[config.mk]
export PLATFORM = sky130hd
export DESIGN_NAME = alu_sched
export DESIGN_NICKNAME = d
export VERILOG_FILES = /design/src/rtl/alu_pkg.sv /design/src/rtl/alu_sched_rr_pick.sv /design/src/rtl/alu_sched.sv
export SDC_FILE = /design/constraint.sdc
export NUM_CORES = 1
export LEC_CHECK = 0
export CAP_MARGIN = 20
export CORE_MARGIN = 1.5
export CORE_UTILIZATION = 43
export CTS_BUF_LIST = sky130_fd_sc_hd__clkbuf_8
export CTS_CLUSTER_SIZE = 40
export DETAILED_ROUTE_END_ITERATION = 10
export PLACE_DENSITY_LB_ADDON = 0.25
export RECOVER_POWER = 100
export SLEW_MARGIN = 20
export SYNTH_ARGS = -nofsm -noshare
export SYNTH_HDL_FRONTEND = slang
export SYNTH_SLANG_ARGS = --single-unit
[constraint.sdc]
create_clock -name clk -period 2.4 [get_ports clk]
set_clock_uncertainty 0.05 [all_clocks]
set_input_delay 0.48 -clock clk [delete_from_list [all_inputs] [get_ports clk]]
set_output_delay 0.48 -clock clk [all_outputs]
set_load 0.005 [all_outputs]
[src/rtl/alu_pkg.sv]
// Shared definitions for the ALU request scheduler: opcodes, FSM encoding and
// default sizes.
package alu_pkg;

  localparam int DEF_WIDTH = 4;

  // Wait counter is wide enough for ALU_LAT-1 with ALU_LAT up to 7.
  localparam int CNT_W = 3;

  // Opcodes are forwarded to the ALU untouched; the scheduler never decodes them.
  localparam logic [2:0] ADD = 3'd0;
  localparam logic [2:0] SUB = 3'd1;
  localparam logic [2:0] AND = 3'd2;
  localparam logic [2:0] OR  = 3'd3;
  localparam logic [2:0] XOR = 3'd4;
  localparam logic [2:0] NOT = 3'd5;
  localparam logic [2:0] SHL = 3'd6;
  localparam logic [2:0] SHR = 3'd7;

  typedef enum logic [1:0] {
    IDLE  = 2'd0,
    ISSUE = 2'd1,
    WAIT  = 2'd2,
    RESP  = 2'd3
  } state_t;

endpackage

[src/rtl/alu_sched_rr_pick.sv]
// Combinational round-robin picker: the first requester strictly after i_last
// wins, wrapping past NREQ-1 back to 0.
module rr_pick #(
  parameter int NREQ = 4,
  parameter int IW   = $clog2(NREQ)
) (
  input  logic [NREQ-1:0] i_req,
  input  logic [IW-1:0]   i_last,
  output logic [NREQ-1:0] o_grant,
  output logic [IW-1:0]   o_idx,
  output logic            o_any
);

  // Two passes: indices above i_last first, then the wrapped lower part.
  always_comb begin
    // NOTE: every output gets a default before the search so no path can infer a latch.
    o_grant = '0;
    o_idx   = '0;
    o_any   = 1'b0;
    for (int i = 0; i < NREQ; i++) begin
      if (!o_any && i_req[i] && (i > int'(i_last))) begin
        o_grant[i] = 1'b1;
        o_idx      = i[IW-1:0];
        o_any      = 1'b1;
      end
    end
    for (int i = 0; i < NREQ; i++) begin
      if (!o_any && i_req[i]) begin
        o_grant[i] = 1'b1;
        o_idx      = i[IW-1:0];
        o_any      = 1'b1;
      end
    end
  end

endmodule

[src/rtl/alu_sched.sv]
// Single-outstanding scheduler sharing one fixed-latency ALU between NREQ
// requesters, with round-robin arbitration and a valid/ready response channel.
module alu_sched
  import alu_pkg::*;
#(
  parameter int NREQ    = 4,
  parameter int WIDTH   = DEF_WIDTH,
  parameter int ALU_LAT = 2
) (
  input  logic                     clk,
  input  logic                     rst_n,
  input  logic [NREQ-1:0]          req_valid,
  output logic [NREQ-1:0]          req_ready,
  input  logic [NREQ*3-1:0]        req_op,
  input  logic [NREQ*WIDTH-1:0]    req_a,
  input  logic [NREQ*WIDTH-1:0]    req_b,
  output logic                     alu_start,
  output logic [2:0]               alu_op,
  output logic [WIDTH-1:0]         alu_a,
  output logic [WIDTH-1:0]         alu_b,
  input  logic [WIDTH-1:0]         alu_result,
  input  logic                     alu_carry,
  output logic                     rsp_valid,
  input  logic                     rsp_ready,
  output logic [$clog2(NREQ)-1:0]  rsp_id,
  output logic [WIDTH-1:0]         rsp_data,
  output logic                     rsp_carry,
  output logic                     busy
);

  localparam int IW = $clog2(NREQ);

  state_t              r_state;
  logic [IW-1:0]       r_last;
  logic [CNT_W-1:0]    r_cnt;
  logic                r_alu_start;
  logic [2:0]          r_alu_op;
  logic [WIDTH-1:0]    r_alu_a;
  logic [WIDTH-1:0]    r_alu_b;
  logic                r_rsp_valid;
  logic [IW-1:0]       r_rsp_id;
  logic [WIDTH-1:0]    r_rsp_data;
  logic                r_rsp_carry;

  logic [NREQ-1:0]     w_grant;
  logic [IW-1:0]       w_idx;
  logic                w_any;
  logic                w_idle;
  logic [2:0]          w_op;
  logic [WIDTH-1:0]    w_a;
  logic [WIDTH-1:0]    w_b;

  rr_pick #(
    .NREQ (NREQ),
    .IW   (IW)
  ) u_rr_pick (
    .i_req   (req_valid),
    .i_last  (r_last),
    .o_grant (w_grant),
    .o_idx   (w_idx),
    .o_any   (w_any)
  );

  // Grants are only offered from IDLE and never while reset is held.
  assign w_idle    = (r_state == IDLE) && rst_n;
  assign req_ready = w_idle ? w_grant : '0;

  // Select the granted requester's opcode and operands (grant is one-hot).
  always_comb begin
    w_op = '0;
    w_a  = '0;
    w_b  = '0;
    for (int i = 0; i < NREQ; i++) begin
      if (w_grant[i]) begin
        w_op = req_op[3*i +: 3];
        w_a  = req_a[WIDTH*i +: WIDTH];
        w_b  = req_b[WIDTH*i +: WIDTH];
      end
    end
  end

  // Scheduler FSM with registered ALU issue and response outputs.
  always_ff @(posedge clk) begin
    // NOTE: all state uses non-blocking assignments so every register samples pre-edge values.
    if (!rst_n) begin
      r_state     <= IDLE;
      r_last      <= IW'(NREQ - 1);
      r_cnt       <= '0;
      r_alu_start <= 1'b0;
      r_alu_op    <= '0;
      r_alu_a     <= '0;
      r_alu_b     <= '0;
      r_rsp_valid <= 1'b0;
      r_rsp_id    <= '0;
      r_rsp_data  <= '0;
      r_rsp_carry <= 1'b0;
    end else begin
      case (r_state)
        IDLE: begin
          if (w_any) begin
            r_alu_op    <= w_op;
            r_alu_a     <= w_a;
            r_alu_b     <= w_b;
            r_rsp_id    <= w_idx;
            r_last      <= w_idx;
            r_alu_start <= 1'b1;
            r_state     <= ISSUE;
          end
        end
        ISSUE: begin
          r_alu_start <= 1'b0;
          r_cnt       <= CNT_W'(ALU_LAT - 1);
          r_state     <= WAIT;
        end
        WAIT: begin
          if (r_cnt == '0) begin
            r_rsp_data  <= alu_result;
            r_rsp_carry <= alu_carry;
            r_rsp_valid <= 1'b1;
            r_state     <= RESP;
          end else begin
            r_cnt <= r_cnt - 1'b1;
          end
        end
        RESP: begin
          if (rsp_ready) begin
            r_rsp_valid <= 1'b0;
            r_state     <= IDLE;
          end
        end
        default: r_state <= IDLE;
      endcase
    end
  end

  assign alu_start = r_alu_start;
  assign alu_op    = r_alu_op;
  assign alu_a     = r_alu_a;
  assign alu_b     = r_alu_b;
  assign rsp_valid = r_rsp_valid;
  assign rsp_id    = r_rsp_id;
  assign rsp_data  = r_rsp_data;
  assign rsp_carry = r_rsp_carry;
  assign busy      = (r_state != IDLE);

endmodule

==> results of run 1 <==
==> synthesized netlist by cell type (all sizes together) <==
master | instances | area (sq um)
nand2 | 28 | 105
dfxtp | 27 | 541
nand2b | 17 | 106
buf | 15 | 101
nor2 | 13 | 48.8
a31oi | 12 | 75.1
a222oi | 11 | 110
o311ai | 11 | 96.3
a21oi | 8 | 40.0
inv | 8 | 30.0
nor2b | 8 | 57.6
a21boi | 7 | 52.6
ha | 7 | 87.6
nand3 | 7 | 35.0
nor3 | 6 | 35.0
o21ai | 6 | 30.0
clkbuf | 4 | 15.0
o211a | 2 | 20.0
a211o | 1 | 8.76
a22oi | 1 | 7.51
a41oi | 1 | 8.76
and2 | 1 | 6.26
and3 | 1 | 6.26
mux2i | 1 | 10.0
nor4 | 1 | 12.5
o22ai | 1 | 6.26
o31ai | 1 | 21.3
==> flip-flops by register name, summed over array words and instances, names as in the netlist <==
name / count
alu_op: 3
rsp_carry: 1
r_state: 2
alu_start: 1
rsp_data: 4
r_last: 2
rsp_id: 2
rsp_valid: 1
alu_b: 4
alu_a: 4
r_cnt: 3
==> report_power, final <==
group / internal (W) / leakage (nW) / switching (W) / total [W]
clock network: 0.000117 / 0.0255 / 0.000155 / 0.000272
registers: 0.000608 / 0.221 / 0.000144 / 0.000752
logic: 0.000661 / 0.785 / 0.000609 / 0.00127
==> layer usage <==
metal / up-vias / track usage / part of all wire
met5: - / 0 / 0
met2: 72 / 0.389 / 0.50
met3: 9 / 0.0479 / 0.061
li1: 919 / - / -
met1: 838 / 0.288 / 0.43
met4: 0 / 0.0885 / 0.017
==> critical path, stage by stage <==
cell and delay, ns:
sky130_fd_sc_hd__dlygate4sd2_1 0.30, sky130_fd_sc_hd__nor3_1 0.20, sky130_fd_sc_hd__buf_4 0.14, sky130_fd_sc_hd__o31ai_4 0.05, sky130_fd_sc_hd__nor2_1 0.10, sky130_fd_sc_hd__clkdlybuf4s50_1 0.50
==> final cells by class <==
| cell class | instances | area [sq um] | area share |
|---|---|---|---|
| inverters | 8 | 30.0 | 0.0116 |
| clock inverters | 1 | 5.00 | 0.00193 |
| multi-input cells | 152 | 1000 | 0.386 |
| repair buffers | 98 | 916 | 0.353 |
| well taps | 48 | 60.1 | 0.0231 |
| flip-flops and latches | 27 | 543 | 0.209 |
| clock buffers | 3 | 41.3 | 0.0159 |
==> through the flow <==
| step | setup slack, ns | power, W | util | TNS [ns] | cell area, sq um |
|---|---|---|---|---|---|
| global route | -0.00290 | 0.00248 | 0.704 | -0.00290 | 2600 |
| finish | 0.0917 | 0.00229 | 0.704 | 0 | 2600 |
| global placement | -0.169 | 0.00206 | 0.696 | -1.77 | 2570 |
| CTS | 0.00712 | 0.00236 | 0.707 | 0 | 2610 |
| detailed placement | -0.176 | 0.00209 | 0.696 | -2.20 | 2570 |
| floorplan | 0.437 | 0.00153 | - | 0 | 1670 |
==> how the worst min path moves through the flow <==
stage	from	endpoint	slack [ns]
6_report	rsp_id[1]	rsp_id[1]	0.41
5_1_grt	rsp_data[0]	rsp_data[0]	0.43
4_1_cts	rsp_id[1]	rsp_id[1]	0.41
3_5_place_dp	rsp_id[1]	rsp_id[1]	0.40
3_3_place_gp	rsp_id[1]	rsp_id[1]	0.39
2_1_floorplan	rsp_id[1]	rsp_id[1]	0.40
==> kinds of logic after synthesis <==
logic type,Yosys count,synth area share
and+or+nand+nor,82,0.247
buffers and inverters,27,0.0874
DFF,27,0.323
AOI/OAI and AO/OA,62,0.285
adders and majority gates,7,0.0523
muxes,1,0.00598
==> timing repair <==
item / in CTS / in global routing
pin swaps: 1 / 0
endpoints found under the hold margin: 0 / 0
setup endpoints to repair: 4 / 3
resized for setup: 5 / 7
gates cloned: 0 / 0
hold buffers: 0 / 0
==> results.txt, run 1 <==
The flow ran to the end, and the final reports show no timing, DRC or antenna violations. The area enclosed by the die boundary is approximately 0.0043 sq mm. The final hold slack is 0.406 ns.

The CTS sink count is 27. In the final design database the tool counted 353 nets. Leaving out fill and tap cells, the most frequent cell in the layout is sky130_fd_sc_hd__clkdlybuf4s50_1. The post-placement cell count came out at 333.

IR analysis of the VDD net gives a maximum drop of 439 uV. In this run the worst path has a maximum fanout of 6. In this run the number of H-tree levels came out at 1. In this run the tool buffered the top-level ports with 80 buffer cells.

The logic depth of the worst register-to-register path came out at 6. The final wirelength is 4.82 mm. The worst setup path is captured at an output pin.

The height of the die is 65.4 microns. Summed over all cells, the static leakage comes to 1.03 nW. The total number of vias came out at roughly 1800. The clock insertion delay at the later pin of the skew report came out at 0.28 ns. The clock root buffer is sky130_fd_sc_hd__clkbuf_8.

In this run the worst hold path is classified as reg2reg. The length of the first detailed-routing pass in iterations came out at 5. 0 antenna diodes ended up in the layout. The synthesized area per cell came out at 8.13 sq um.

The power per unit of standard cell area came out at 884 mW/mm^2. The floorplan core area came out at 0.00369 sq mm. The number of setup violations in the final report came out at 0. The first-pass GRT wire length is 7.81 mm. In the layout the commonest cells are sky130_fd_sc_hd__clkdlybuf4s50_1 (54), sky130_fd_sc_hd__nand2_1 (27), sky130_fd_sc_hd__dfxtp_1 (25). The total global routing overflow is 0. The number of antenna-violating nets in the routed design came out at 0. Once detailed placement completed, the half-perimeter wirelength came to between 3 and 4 mm.

The endpoint required time on the critical path came out at 1.87 ns. Entering global routing, the biggest net connects 37 pins. The worst relative slew slack is 0.453.

The I/O pin count came out at 81. The number of rows in the core area came out at 22. The post-synthesis cell type count came out at 35.

The final period demand of the worst path came out at between 2 and 2.5 ns. The routed wire length per instance is 14.3 microns. The number of nets in the synthesized netlist is 269.

The initial cell density of the core is 0.454. The number of warning messages in the yosys log came out at 0. The number of hold violations in the final report is 0. The number of cells produced by synthesis came out at 206.

The via count of the first global-routing pass is 1719. TritonCTS built the clock tree. The final weighted congestion of routability-driven global placement came out at 0.790.

The max-cap violation count came out at 0. The overall die width came out at 65.4 microns. The finished layout holds 337 standard cells, fillers aside. Clock-pin slew was measured on the worst setup and hold paths at 0.10 ns. The slew at the pin closest to its max-slew limit came out at 0.818 ns. The endpoint of the worst-slack reg-to-reg timing path is alu_op[1]. For this run, the top clock speed supported by timing is 433 MHz. STA classifies the critical path startpoint as an input port. The reg-to-reg critical path startpoint is r_last[1]. The post-synthesis sequential area ratio is 0.323. The total of flip-flops plus latches after synthesis is 27.

The most critical setup path has its endpoint at req_ready[3]. The arrival time of the worst setup path came out at 1.78 ns. Fill cells in the final layout number 346. The class of the most critical setup path is in2out.

Counting along the longest clock path gives a buffer depth of 2. In this run the worst setup path begins at req_valid[2]. In the final layout, the share of cells above drive strength 1 is 0.100. The initial antenna violation count came to 0. After detailed routing, the number of vias per cell comes to approximately 5.5. The summed instance area of the synthesized netlist came out at 0.00167 sq mm. The overall fraction of global-route tracks in use came out at 0.231.

The buffers inserted during post-CTS setup optimization came out at 0. The synthesis-to-finish area growth came out at 55.1%. The cell count of the worst hold path is 2. The DRC violation total after the first TritonRoute iteration came out at 165. The count of pins over their slew limit came out at 0.

The final worst-path cycle share is 0.962. The post-route DRC violation count is 0. The number of buffers created by CTS came out at 3. The reg2reg setup slack is about 0.38 ns.
Power figures use the tool's default switching activity.
==> run 2, diff against run 1 <==
CORE_MARGIN = unset   (was 1.5)
==> run 2 against run 1 <==
Compared with the run above:
- non-clock buffer count increased by 2
- sequential share of layout area shrank 0.42 points
- clock power barely moved
- critical path depth decreased by 2
- cell area rose by 1.8%
==> results.txt, run 2 (synthesized netlist as in run 1, its figures left out) <==
The flow ran to the end, and the final reports show no timing, DRC or antenna violations. The critical path goes through nand2b_1, a21oi_1, nor3_2, clkdlybuf4s50_1. The depth of the critical timing path with buffers and inverters included was 4 (-2). The DRC violation total after the first TritonRoute iteration is 156 (-5.5%). The final weighted congestion of routability-driven global placement came out at 0.803 (+1.7%). The placed wire-length estimate came to 3.28 mm (-5.4%). The via count of the first global-routing pass came out at 1669 (-2.9%).

The first-pass GRT wire length came out at 7.63 mm (-2.3%). The number of levels the H-tree was split into is 1 (unchanged). The height of the die is 64.4 microns (-1.5%).

The logic depth of the worst register-to-register path came to 6 (unchanged). The post-route DRC violation count was 0 (unchanged). STA classifies the critical path endpoint as an output pin. The routed wire length per instance is 13.6 microns (-5.0%). The library cells used most frequently in the layout, excluding fill and tap cells, are sky130_fd_sc_hd__clkdlybuf4s50_1 (56), sky130_fd_sc_hd__nand2_1 (27), sky130_fd_sc_hd__dfxtp_1 (26). The worst setup path is launched from a register. The switching power came out at 0.000911 W (+0.24%).

The net switching fraction of the power came out at 0.389 (-0.00673). The cell with the largest stage delay on the worst path is sky130_fd_sc_hd__dfxtp_1. The count of pins over their slew limit is 0 (unchanged). The slew at the pin closest to its max-slew limit was 0.854 ns (+0.0368 ns). The worst vdd rail ir drop is 552 uV (+26%). The number of setup violations in the final report was 0 (unchanged).

The arrival time of the worst setup path is 1.78 ns (about the same). The power per unit of standard cell area is 885 mW/mm^2 (+0.14%). The overall die width is 64.4 microns (-1.5%). The maximum clock rate is 433 MHz (-0.14%). The summed area of non-filler cells in the final layout is 0.00264 sq mm (+1.8%). The portion of total power attributed to the clock network is 0.116 (-0.003). The overall fraction of global-route tracks in use is 0.231 (+0.000398). The number of antenna-violating nets in the routed design came out at 0 (unchanged). The worst relative slew slack came out at 0.428 (-0.0246). The buffers inserted during post-CTS setup optimization was 0 (unchanged). The number of buffers added on ports is 80 (unchanged). The fraction of final layout cells sized beyond drive strength 1 is 0.117 (+0.0165). The TritonCTS clock tree is built. The standard cell area after detailed placement is 0.00258 sq mm (+0.59%). The total global routing overflow was 0 (unchanged). The area enclosed by the die boundary came out at 0.00415 sq mm (-3.0%).

The final period demand of the worst path came out at 2.31 ns (+0.00327 ns). On the critical path the largest part of the delay comes from flip-flops. The CTS sink count came out at 27 (unchanged). The number of hold violations in the final report came out at 0 (unchanged). The final worst-path cycle share came out at 0.963 (+0.00136). The combinational group share of total power is 0.563 (+0.009). The number of buffers created by CTS came to 3 (unchanged).

The deepest clock path buffer count came out at 2 (unchanged). The relative contribution of sequential cells to total power was 0.321 (-0.007). The initial antenna violation count came to 0 (unchanged).

The internal power consumption came out at 0.00143 W (+3.1%). The initial cell density of the core came out at 0.454 (unchanged). The number of diodes came out at 0 (unchanged). The setup total negative slack is 0 ns (unchanged).

The post-placement cell count came out at 335 (+0.60%). The synthesis-to-finish area growth came out at 57.9%. The biggest cell delay along the critical path came out at 0.54 ns (+0.04 ns). The count of buffering cells on the critical path with inverters included came to 1 (-2). The mean number of vias per cell is 5.45 (-0.10%). The maximum fanout encountered on the critical timing path is 9 (+3). The number of standard cells in the final layout excluding fillers is 339 (+0.59%). The final wirelength came to 4.60 mm (-4.5%). The number of nets in the finished design came out at 355 (+0.57%). The clock root buffer is sky130_fd_sc_hd__clkbuf_8.

The class of the most critical setup path is reg2out. The max-cap violation count is 0 (unchanged). The endpoint required time on the critical path is 1.87 ns (about the same). The clock transition at the registers of the reported paths came to 0.09 ns (about the same). The library cell used most frequently in the layout, excluding fill and tap cells, is sky130_fd_sc_hd__clkdlybuf4s50_1. The number of rows in the core area came out at 22 (unchanged). The total number of vias came out at 1847 (+0.49%). The length of the first detailed-routing pass in iterations is 5 (unchanged). The I/O pin count is 81 (unchanged). The static leakage power is 1.04 nW (+1.2%). Setup repair after global routing left no endpoint under its margin. The floorplan core area is 0.00369 sq mm (unchanged).

The class of the tightest hold or removal check is reg2reg. The clock insertion delay at the later pin of the skew report came to 0.28 ns (about the same). The largest net degree at the start of global routing was 37 (unchanged). The overall power consumption is 0.00234 W (+2.0%). The cell count of the worst hold path came out at 2 (unchanged).
==> run 2: cell types whose count changed in the layout (fill, tap and decap cells not counted), moves of 2 or more <==
cell,before,now
sky130_fd_sc_hd__o311ai_1,5,7
sky130_fd_sc_hd__o311ai_0,6,4
sky130_fd_sc_hd__dlygate4sd2_1,5,2
sky130_fd_sc_hd__buf_4,14,17
sky130_fd_sc_hd__clkdlybuf4s50_1,54,56
==> run 2: worst min-delay path, delay by kind of cell, from the launching register on <==
family / cells / cell delay, ns
AO/OA/AOI/OAI: 1 / 0.06
AND/OR/NAND/NOR: 1 / 0.04
flip-flops: 1 / 0.32
==> run 2: final timing paths <==
| kind | startpoint | endpoint | slack (ns) |
|---|---|---|---|
| setup reg to reg | r_last[1] | alu_op[2] | 0.33 |
| hold reg to reg | rsp_data[0] | rsp_data[0] | 0.41 |
| hold / removal | rsp_data[0] | rsp_data[0] | 0.41 |
| setup / recovery | r_last[0] | req_ready[1] | 0.09 |
==> run 2: repair_timing <==
action	in CTS	in global routing
endpoints found under the setup margin	4	6
pin swaps	0	0
hold buffers	0	0
resized for setup	5	11
endpoints found under the hold margin	0	0
==> run 2: stage by stage <==
step	utilization	setup slack, ns	hold WS, ns
floorplan	-	0.437	0.401
global placement	0.700	-0.164	0.393
detailed placement	0.700	-0.187	0.406
CTS	0.712	0.0237	0.420
global route	0.717	0.00497	0.439
finish	0.717	0.0884	0.412
==> run 2: area by class of cell <==
type | count | area (sq um)
Clock buffer | 3 | 41.3
Clock inverter | 1 | 7.51
Fill cell | 312 | 1040
Inverter | 8 | 30.0
Multi-Input combinational cell | 152 | 1010
Sequential cell | 27 | 542
Tap cell | 48 | 60.1
Timing Repair Buffer | 100 | 952
==> run 2: per-layer routing <==
layer  track usage  share of wire
met4        0.0583         0.0065
met3        0.0393          0.057
met1         0.291           0.44
met2         0.403           0.50
met5             0              0
==> run 2: power groups by stage <==
stage	clock network (W)	registers, W	logic [W]
after floorplan	0	0.000712	0.000816
after global placement	0	0.000753	0.00131
after detailed placement	0	0.000755	0.00134
after CTS	0.000277	0.000748	0.00135
after global routing	0.000294	0.000780	0.00148
final	0.000272	0.000752	0.00132
==> run 3, diff against run 2 <==
CELL_PAD_IN_SITES_DETAIL_PLACEMENT = 2   (was unset)
CELL_PAD_IN_SITES_GLOBAL_PLACEMENT = 2   (was unset)
CORE_UTILIZATION = 24   (was 43)
==> run 3 against run 2 <==
Compared with the run above:
- sequential share of layout area shrank 0.061 points
- hold slack improved by 0.0047 ns
- sequential power rose by 2%
- combinational power about the same
- utilization fell by 32 points
- via count grew 3.6%
- global-route usage fell by 6.1 points
- maximum frequency is 0.26% higher
- power is 1.9% higher
- first-iteration DRC count decreased by 51%
- critical endpoint unchanged
==> results.txt, run 3 (synthesized netlist as in run 1, its figures left out) <==
The run finished with clean final reports. STA classifies the critical path startpoint as an input port. The largest net degree at the start of global routing is 35 (-5.4%). The worst setup path is captured at an output pin. The combinational group share of total power is 0.564 (about the same). The arrival time of the worst setup path is 1.78 ns (about the same). The clock insertion delay at the later pin of the skew report is 0.28 ns (about the same). The standard cell area after detailed placement is 0.00262 sq mm (+1.6%). The via count of the first global-routing pass is 2021 (+21%). The library cells used most frequently in the layout, excluding fill and tap cells, are sky130_fd_sc_hd__clkdlybuf4s50_1 (55), sky130_fd_sc_hd__nand2_1 (27), sky130_fd_sc_hd__dfxtp_1 (25). The CTS sink count was 27 (unchanged).

The cell with the largest stage delay on the worst path is sky130_fd_sc_hd__clkdlybuf4s50_1. The portion of total power attributed to the clock network came out at 0.116 (about the same). The worst vdd rail ir drop came out at 356 uV (-35%). The power per unit of standard cell area is 893 mW/mm^2 (+0.93%). The clock transition at the registers of the reported paths is 0.09 ns (about the same).

The logic depth of the worst register-to-register path came out at 6 (unchanged). The post-route DRC violation count is 0 (unchanged). The depth of the critical timing path with buffers and inverters included came out at 4 (unchanged). The number of buffers added on ports was 80 (unchanged).

The initial antenna violation count came out at 0 (unchanged). The I/O pin count was 81 (unchanged). The final weighted congestion of routability-driven global placement came out at 0.757 (-5.8%). The summed area of non-filler cells in the final layout came out at 0.00267 sq mm (+0.99%).

The deepest clock path buffer count came out at 2 (unchanged). The cell count of the worst hold path came to 2 (unchanged). The number of diodes was 0 (unchanged). The number of rows in the core area came to 30 (+36%). The fraction of final layout cells sized beyond drive strength 1 is 0.127 (+0.00987). The initial cell density of the core is 0.248 (-0.206).

The number of levels the H-tree was split into came out at 1 (unchanged). The worst setup path is of the in2out kind. The utilization after layout came out at 0.395 (-0.322).

The count of buffering cells on the critical path with inverters included was 2 (+1). The endpoint required time on the critical path was 1.87 ns (about the same). The slew at the pin closest to its max-slew limit was 0.903 ns (+0.0490 ns). The final wirelength came out at 5.94 mm (+29%). The worst relative slew slack is 0.396 (-0.0328). The DRC violation total after the first TritonRoute iteration came out at 77 (-51%).

The maximum fanout encountered on the critical timing path came out at 4 (-5). The height of the die came out at 85.5 microns (+33%). The relative contribution of sequential cells to total power is 0.320 (about the same). TritonCTS built the clock tree.

The placed wire-length estimate is 4.56 mm (+39%). In this design, the largest share of critical-path delay is due to buffers and inverters. The maximum clock rate came to 434 MHz (+0.26%). The overall power consumption came out at 0.00239 W (+1.9%). The max-cap violation count is 0 (unchanged). The critical path goes through clkdlybuf4s50_1, nand2_2, nor3_2, clkdlybuf4s50_1. The most common library cell in the layout ignoring fill and taps is sky130_fd_sc_hd__clkdlybuf4s50_1. The first-pass GRT wire length is 9.89 mm (+30%). The number of setup violations in the final report came out at 0 (unchanged). The final worst-path cycle share came out at 0.961 (-0.00248). Setup repair after global routing left no endpoint under its margin. The mean number of vias per cell came to 5.14 (-5.6%). The floorplan core area is 0.00676 sq mm (+83%). The total global routing overflow was 0 (unchanged). The switching power is 0.000958 W (+5.2%). The static leakage power came out at 1.05 nW (about the same).

The net switching fraction of the power came out at 0.402 (+0.0123). The synthesis-to-finish area growth came out at 59.5%. The count of pins over their slew limit came out at 0 (unchanged). The total number of vias is 1913 (+3.6%). The routed wire length per instance is 16.0 microns (+18%).

The overall die width was 85.5 microns (+33%). The class of the tightest hold or removal check is reg2reg. The overall fraction of global-route tracks in use came out at 0.170 (-0.0611). The number of hold violations in the final report came to 0 (unchanged).

The length of the first detailed-routing pass in iterations was 5 (unchanged). The internal power consumption is 0.00143 W (-0.13%). The area enclosed by the die boundary came out at 0.00731 sq mm (+76%). The final period demand of the worst path came out at 2.31 ns (-0.00595 ns). Clock tree synthesis selected as its root buffer the cell sky130_fd_sc_hd__clkbuf_8.

The number of nets in the finished design is 356 (+0.28%). The most numerous cell on the critical path is sky130_fd_sc_hd__clkdlybuf4s50_1. The number of buffers created by CTS came out at 3 (unchanged). The biggest cell delay along the critical path was 0.52 ns (-0.02 ns). The setup total negative slack is 0 ns (unchanged). The number of antenna-violating nets in the routed design came out at 0 (unchanged).
## run 3: cell types whose count changed in the layout (fill, tap and decap cells not counted)
cell                              previous run  this run
sky130_fd_sc_hd__clkbuf_1                    1         2
sky130_fd_sc_hd__nor3_2                      1         2
sky130_fd_sc_hd__inv_1                       7         6
sky130_fd_sc_hd__dlygate4sd2_1               2         3
sky130_fd_sc_hd__clkbuf_2                    1         2
sky130_fd_sc_hd__dfxtp_4                     0         1
sky130_fd_sc_hd__buf_6                       0         1
sky130_fd_sc_hd__clkdlybuf4s15_1             1         0
sky130_fd_sc_hd__buf_12                      1         0
sky130_fd_sc_hd__clkdlybuf4s50_1            56        55
sky130_fd_sc_hd__dfxtp_1                    26        25
sky130_fd_sc_hd__inv_2                       1         2
sky130_fd_sc_hd__nor3_4                      1         0
## run 3: tightest hold or removal path, stage by stage (launching register included)
cell,delay [ns]
sky130_fd_sc_hd__dfxtp_1,0.32
sky130_fd_sc_hd__nand2_1,0.05
sky130_fd_sc_hd__a21boi_1,0.05
## run 3: final timing paths
kind / start / end / slack [ns]
worst min register to register: rsp_id[1] / rsp_id[1] / 0.42
worst min-delay path: rsp_id[1] / rsp_id[1] / 0.42
worst max register to register: r_last[1] / alu_op[0] / 0.37
worst max-delay path: rst_n / req_ready[1] / 0.09
## run 3: power by group through the flow
stage	logic, W	clock network, W	registers, W
finish	0.00135	0.000276	0.000764
floorplan	0.000816	0	0.000712
detailed placement	0.00142	0	0.000767
global placement	0.00137	0	0.000764
CTS	0.00145	0.000293	0.000764
global route	0.00152	0.000305	0.000791
## run 3: stage by stage
stage | hold slack (ns) | instances | setup slack [ns]
after floorplan | 0.401 | 206 | 0.437
after global placement | 0.402 | 367 | -0.240
after detailed placement | 0.412 | 367 | -0.411
after CTS | 0.429 | 371 | 0.00561
after global routing | 0.444 | 372 | 0.0230
final | 0.417 | 372 | 0.0944
## run 3: cell type report
type / instances / area [sq um]
fillers: 780 / 4090
flip-flops and latches: 27 / 546
clock inverters: 1 / 7.51
repair buffers: 101 / 941
clock buffers: 3 / 41.3
well taps: 80 / 100
inverters: 8 / 30.0
multi-input cells: 152 / 1000
## run 3: routing by layer
metal  GRT usage  part of all wire
met1       0.212              0.43
met2       0.303              0.52
met3      0.0250             0.033
met4      0.0500             0.012
met5           0                 0
## run 3: timing repair
item | in CTS | in global routing
setup buffers | 0 | 1
pin swaps | 0 | 2
hold buffers | 0 | 0
resized for setup | 10 | 9
setup endpoints to repair | 15 | 3
